--- config.mk ---
export PLATFORM = sky130hd
export DESIGN_NAME = uart
export DESIGN_NICKNAME = d
export VERILOG_FILES = /design/src/rtl/uart_pkg.sv /design/src/rtl/uart_baud_gen.sv /design/src/rtl/uart.sv
export SDC_FILE = /design/constraint.sdc
export NUM_CORES = 1
export LEC_CHECK = 0
export ABC_AREA = 1
export CAP_MARGIN = 30
export CORE_MARGIN = 2
export CORE_UTILIZATION = 57
export DETAILED_ROUTE_END_ITERATION = 7
export GPL_TIMING_DRIVEN = 0
export PLACE_DENSITY = 0.84
export SETUP_SLACK_MARGIN = 0.15
export SYNTH_ARGS = -nofsm -noshare
export SYNTH_HDL_FRONTEND = slang
export SYNTH_SLANG_ARGS = --single-unit
--- constraint.sdc ---
create_clock -name clk_50m -period 4.3 [get_ports clk_50m]
set_input_delay 0.86 -clock clk_50m [delete_from_list [all_inputs] [get_ports clk_50m]]
set_output_delay 0.86 -clock clk_50m [all_outputs]
set_load 0.1 [all_outputs]
--- src/rtl/uart_pkg.sv ---
// rtl/uart_pkg.sv - shared constants, divisor helper and FSM state types for the uart
package uart_pkg;

   localparam int DEF_CLK_FREQ = 50000000;
   localparam int DEF_BAUD     = 115200;
   localparam int DATA_BITS    = 8;
   localparam int OVERSAMPLE   = 16;

   function automatic int calc_div(input int clk_freq, input int rate);
      return clk_freq / rate;
   endfunction

   typedef enum logic [1:0] {TX_IDLE, TX_START, TX_DATA, TX_STOP} tx_state_t;
   typedef enum logic [1:0] {RX_IDLE, RX_START, RX_DATA, RX_STOP} rx_state_t;

endpackage

--- src/rtl/uart_baud_gen.sv ---
// rtl/uart_baud_gen.sv - free-running rx oversample tick and restartable tx bit timer
module uart_baud_gen #(
   parameter int TX_DIV = 434,
   parameter int RX_DIV = 27
) (
   input  logic clk_50m,
   input  logic reset,
   input  logic tx_restart,
   output logic tx_tick,
   output logic rx_tick
);
   localparam int TXW = $clog2(TX_DIV);
   localparam int RXW = $clog2(RX_DIV);

   logic [TXW-1:0] tx_cnt;
   logic [RXW-1:0] rx_cnt;

   // tx_tick marks the last clock of a bit period
   assign tx_tick = (tx_cnt == TXW'(TX_DIV - 1));
   assign rx_tick = (rx_cnt == RXW'(RX_DIV - 1));

   always_ff @(posedge clk_50m or negedge reset) begin
      if (!reset) begin
         tx_cnt <= '0;
      end else if (tx_restart || tx_tick) begin
         tx_cnt <= '0;
      end else begin
         tx_cnt <= tx_cnt + 1'b1;
      end
   end

   always_ff @(posedge clk_50m or negedge reset) begin
      if (!reset) begin
         rx_cnt <= '0;
      end else if (rx_tick) begin
         rx_cnt <= '0;
      end else begin
         rx_cnt <= rx_cnt + 1'b1;
      end
   end

endmodule

--- src/rtl/uart.sv ---
// rtl/uart.sv - 8N1 uart with independent full-duplex tx and rx state machines
module uart
   import uart_pkg::*;
#(
   parameter int CLK_FREQ = DEF_CLK_FREQ,
   parameter int BAUD     = DEF_BAUD
) (
   input  logic       clk_50m,
   input  logic       reset,
   input  logic [7:0] din,
   input  logic       wr_en,
   output logic       tx,
   output logic       tx_busy,
   input  logic       rx,
   output logic       rdy,
   input  logic       rdy_clr,
   output logic [7:0] dout
);
   localparam int TX_DIV = calc_div(CLK_FREQ, BAUD);
   localparam int RX_DIV = calc_div(CLK_FREQ, BAUD * OVERSAMPLE);

   logic                 tx_tick;
   logic                 rx_tick;
   logic                 tx_accept;
   tx_state_t            tx_state;
   logic [DATA_BITS-1:0] tx_shift;
   logic [2:0]           tx_bit;

   rx_state_t            rx_state;
   logic                 rx_meta;
   logic                 rx_sync;
   logic                 rx_hold;
   logic [3:0]           rx_tcnt;
   logic [2:0]           rx_bit;
   logic [DATA_BITS-1:0] rx_shift;

   assign tx_accept = (tx_state == TX_IDLE) && wr_en;

   uart_baud_gen #(
      .TX_DIV(TX_DIV),
      .RX_DIV(RX_DIV)
   ) u_baud_gen (
      .clk_50m   (clk_50m),
      .reset     (reset),
      .tx_restart(tx_accept),
      .tx_tick   (tx_tick),
      .rx_tick   (rx_tick)
   );

   always_ff @(posedge clk_50m or negedge reset) begin
      if (!reset) begin
         tx_state <= TX_IDLE;
         tx_shift <= '0;
         tx_bit   <= '0;
         tx       <= 1'b1;
         tx_busy  <= 1'b0;
      end else begin
         case (tx_state)
            TX_IDLE: if (wr_en) begin
               tx_shift <= din;
               tx_bit   <= '0;
               tx       <= 1'b0;
               tx_busy  <= 1'b1;
               tx_state <= TX_START;
            end
            TX_START: if (tx_tick) begin
               tx       <= tx_shift[0];
               tx_shift <= tx_shift >> 1;
               tx_state <= TX_DATA;
            end
            TX_DATA: if (tx_tick) begin
               if (tx_bit == 3'(DATA_BITS - 1)) begin
                  tx       <= 1'b1;
                  tx_state <= TX_STOP;
               end else begin
                  tx       <= tx_shift[0];
                  tx_shift <= tx_shift >> 1;
                  tx_bit   <= tx_bit + 1'b1;
               end
            end
            TX_STOP: if (tx_tick) begin
               tx_busy  <= 1'b0;
               tx_state <= TX_IDLE;
            end
            default: tx_state <= TX_IDLE;
         endcase
      end
   end

   always_ff @(posedge clk_50m or negedge reset) begin
      if (!reset) begin
         rx_meta <= 1'b1;
         rx_sync <= 1'b1;
      end else begin
         rx_meta <= rx;
         rx_sync <= rx_meta;
      end
   end

   // After a framing error the line may still be low; rx_hold keeps IDLE
   // from treating that tail as a new start bit until the line goes high.
   always_ff @(posedge clk_50m or negedge reset) begin
      if (!reset) begin
         rx_state <= RX_IDLE;
         rx_hold  <= 1'b0;
         rx_tcnt  <= '0;
         rx_bit   <= '0;
         rx_shift <= '0;
         dout     <= '0;
         rdy      <= 1'b0;
      end else begin
         if (rdy_clr) rdy <= 1'b0;
         case (rx_state)
            RX_IDLE: begin
               if (rx_sync) begin
                  rx_hold <= 1'b0;
               end else if (!rx_hold) begin
                  rx_tcnt  <= '0;
                  rx_state <= RX_START;
               end
            end
            RX_START: begin
               if (rx_sync) begin
                  rx_state <= RX_IDLE;
               end else if (rx_tick) begin
                  if (rx_tcnt == 4'(OVERSAMPLE / 2 - 1)) begin
                     rx_tcnt  <= '0;
                     rx_bit   <= '0;
                     rx_state <= RX_DATA;
                  end else begin
                     rx_tcnt <= rx_tcnt + 1'b1;
                  end
               end
            end
            RX_DATA: if (rx_tick) begin
               if (rx_tcnt == 4'(OVERSAMPLE - 1)) begin
                  rx_tcnt  <= '0;
                  rx_shift <= {rx_sync, rx_shift[DATA_BITS-1:1]};
                  if (rx_bit == 3'(DATA_BITS - 1)) rx_state <= RX_STOP;
                  else                             rx_bit   <= rx_bit + 1'b1;
               end else begin
                  rx_tcnt <= rx_tcnt + 1'b1;
               end
            end
            RX_STOP: if (rx_tick) begin
               if (rx_tcnt == 4'(OVERSAMPLE - 1)) begin
                  rx_tcnt  <= '0;
                  rx_state <= RX_IDLE;
                  if (rx_sync) begin
                     dout <= rx_shift;
                     rdy  <= 1'b1;
                  end else begin
                     rx_hold <= 1'b1;
                  end
               end else begin
                  rx_tcnt <= rx_tcnt + 1'b1;
               end
            end
            default: rx_state <= RX_IDLE;
         endcase
      end
   end

endmodule

==> impl_metrics.toml <==
[run_status]
status = "completed"

[sta]
setup_ws_ps = 1440
period_needed_ps = 2860
finalSetupTns_ps = 0
slew_violations = 0
finalSetupViolCount = 0
rsz0062_at_grt = "no"
max_freq_mhz = 350
fin_crit_sh_pct = 66.5
max_slew.worst_pin.slew_ps = 975
slew_headroom_pct = 34.8
clock_skew_ps = 5.88
hold_viol_final = 0

[setup_path]
r2r_slack_ps = 2460
timing_worst_setup_path_type = "reg2out"
r2r_start = "tx_state[1]"
crit_path_start_kind = "flop"
cp_top_family = "buffers and inverters"
startpoint = "tx"
cp_max_fo = 2
reg2reg_to = "tx_shift[1]"
crit_cells = 1
max_stage_delay_ps = 1130
crit_buf_inv = 1
endpoint_kind = "output pin"
cp-endpoint = "tx"
worstPathRequired_ps = 3440
reg2reg_depth = 5
cpMaxStageDelayCell = "clkdlybuf4s50_1"
worstPathCellList = "clkdlybuf4s50_1"
worstPathArrival_ps = 2000

[yosys]
avgSynthCellArea_um2 = 8.71
ys_seq_area_share_pct = 50.2
synth_cell_types = 36
syn_inst = 333
synth_edf_count = 0
synthFlopType = "dfrtp_1"
syn_nets = 361
synth_area_um2 = 2900
synth-async-reset-ratio_pct = 100
yosysWarnings = 0
ys_ff_latch = 58

[layout]
fin_nets = 396
drive_above_1_share_pct = 13.1
syn2layout_area_growth_pct = 19.7
n_antenna_cell = 0
num-fill-cells = 365
final_cell_mix = "nand2_1 (87), dfrtp_1 (55), inv_1 (32)"
layout_commonest_cell = "nand2_1"

[pwr]
p_total_w = 0.00214
internal-power_w = 0.00133
p_clk_share_pct = 28.7
p_comb_share_pct = 35.9
p_sw_w = 0.000810
seqPwrFrac_pct = 35.5
leakagePower_nw = 1.68
switching_share_pct = 37.8
ir_drop_uv = 579
p_per_area_nw_per_um2 = 617

[route]
drtIter0Drc = 154
drt-wirelength-per-cell_um = 12.8
via_per_inst = 5.22
vias = 2295
first_pass_iters = 4
drcViolationCount = 0
detail-route-antenna-nets = 0
drt_wl_total_um = 5630

[clock_tree]
clockRootBuffer = "clkbuf_8"
cts_tree = "done"
ctsHoldBuffers = 0
htreeDepth = 3
clockBufferDepth = 2
cts_sinks = 58
numCtsBuffers = 9
post_cts_buffers = 0
ctsResizeCount = 0
clk_latency_ps = 330
clkSlewWorstSetupHoldPaths_ps = 70

[placed_design]
preCtsSetupSlack_ps = 1800
hpwl_um = 4040
place.port_buffers = 23
gp_congestion = 0.855

[die]
dieHeight_um = 75.3
die_area_um2 = 5680
initial_utilization_pct = 60.2
fp.dieW_um = 75.3
boundaryPins = 24
core_area_um2 = 4820
rows = 25

[hold_path]
hold_class = "reg2reg"
hp-start = "rx_meta"

[grt]
grt_pass1_vias = 2258
grt_pass1_wl_um = 9990
gr-total-overflow = 0
grt_usage_pct = 23.6
antenna_found_initial = 0
grt_max_degree = 31

[job]
maxCapViolCount = 0
[cell usage after synthesis (all sizes together), types with 4 or more instances]
master	number	area, um2
inv	40	150
mux2i	7	70.1
nor2	32	133
nand3	17	95.1
dfrtp	55	1380
nand2	89	339
a21oi	9	56.3
xor2	4	35.0
nand4	7	43.8
ha	15	188
o21ai	36	210
[cells by family after synthesis]
group | share of synthesized area (%)
AO/OA/AOI/OAI | 10.4
flip-flops | 50.2
AND/OR/NAND/NOR | 22.9
buffers and inverters | 6.17
adder cells (fa/ha/maj) | 6.47
multiplexers | 2.41
XOR/XNOR | 1.51
[state kept, by name, indices dropped and copies added, names as in the netlist, named ones only]
signal,count
dout,8
rdy,1
rx_bit,3
rx_hold,1
rx_meta,1
rx_shift,8
rx_state,1
rx_sync,1
rx_tcnt,4
tx,1
tx_bit,3
tx_busy,1
tx_shift,8
tx_state,2
u_baud_gen.rx_cnt,5
u_baud_gen.tx_cnt,9
[power by group through the flow]
stage / registers (W) / clock network (W) / logic (W)
after detailed placement: 0.000764 / 0 / 0.000759
after CTS: 0.000759 / 0.000619 / 0.000770
after floorplan: 0.000805 / 0 / 0.000538
after global placement: 0.000758 / 0 / 0.000717
after global routing: 0.000773 / 0.000646 / 0.000864
final: 0.000760 / 0.000614 / 0.000769
[stage by stage]
step	instances	hold WS, ps	area [um2]	utilization (%)
2_1_floorplan	333	345	2900	-
3_3_place_gp	423	347	3220	66.8
3_5_place_dp	424	351	3230	67.1
4_1_cts	440	361	3470	72.1
5_1_grt	440	363	3470	72.1
6_report	440	360	3470	72.1
[worst min path at each step]
stage	slack, ps	cells past startpoint	endpoint
3_3_place_gp	350	0	rx_sync
5_1_grt	360	0	rx_sync
6_report	360	0	rx_sync
4_1_cts	360	0	rx_sync
3_5_place_dp	350	0	rx_sync
2_1_floorplan	350	0	rx_sync
[layer usage]
metal / GRT usage [%] / routed length, um / vias to the layer above
met5: 0 / 0 / -
met3: 5.42 / 160 / 13
met1: 29.6 / 2510 / 1104
met2: 38.9 / 2840 / 34
met4: 10.9 / 121 / 0
li1: - / - / 1144
[final cells by class]
class | count | area [um2] | area share [%]
clock buffers | 11 | 141 | 4.07
inverters | 41 | 154 | 4.43
plain buffers | 4 | 25.0 | 0.720
repair buffers | 24 | 245 | 7.06
well taps | 67 | 83.8 | 2.41
multi-input cells | 230 | 1270 | 36.5
clock inverters | 5 | 103 | 2.95
flip-flops and latches | 58 | 1460 | 41.9
(Power assumes the default switching activity.)
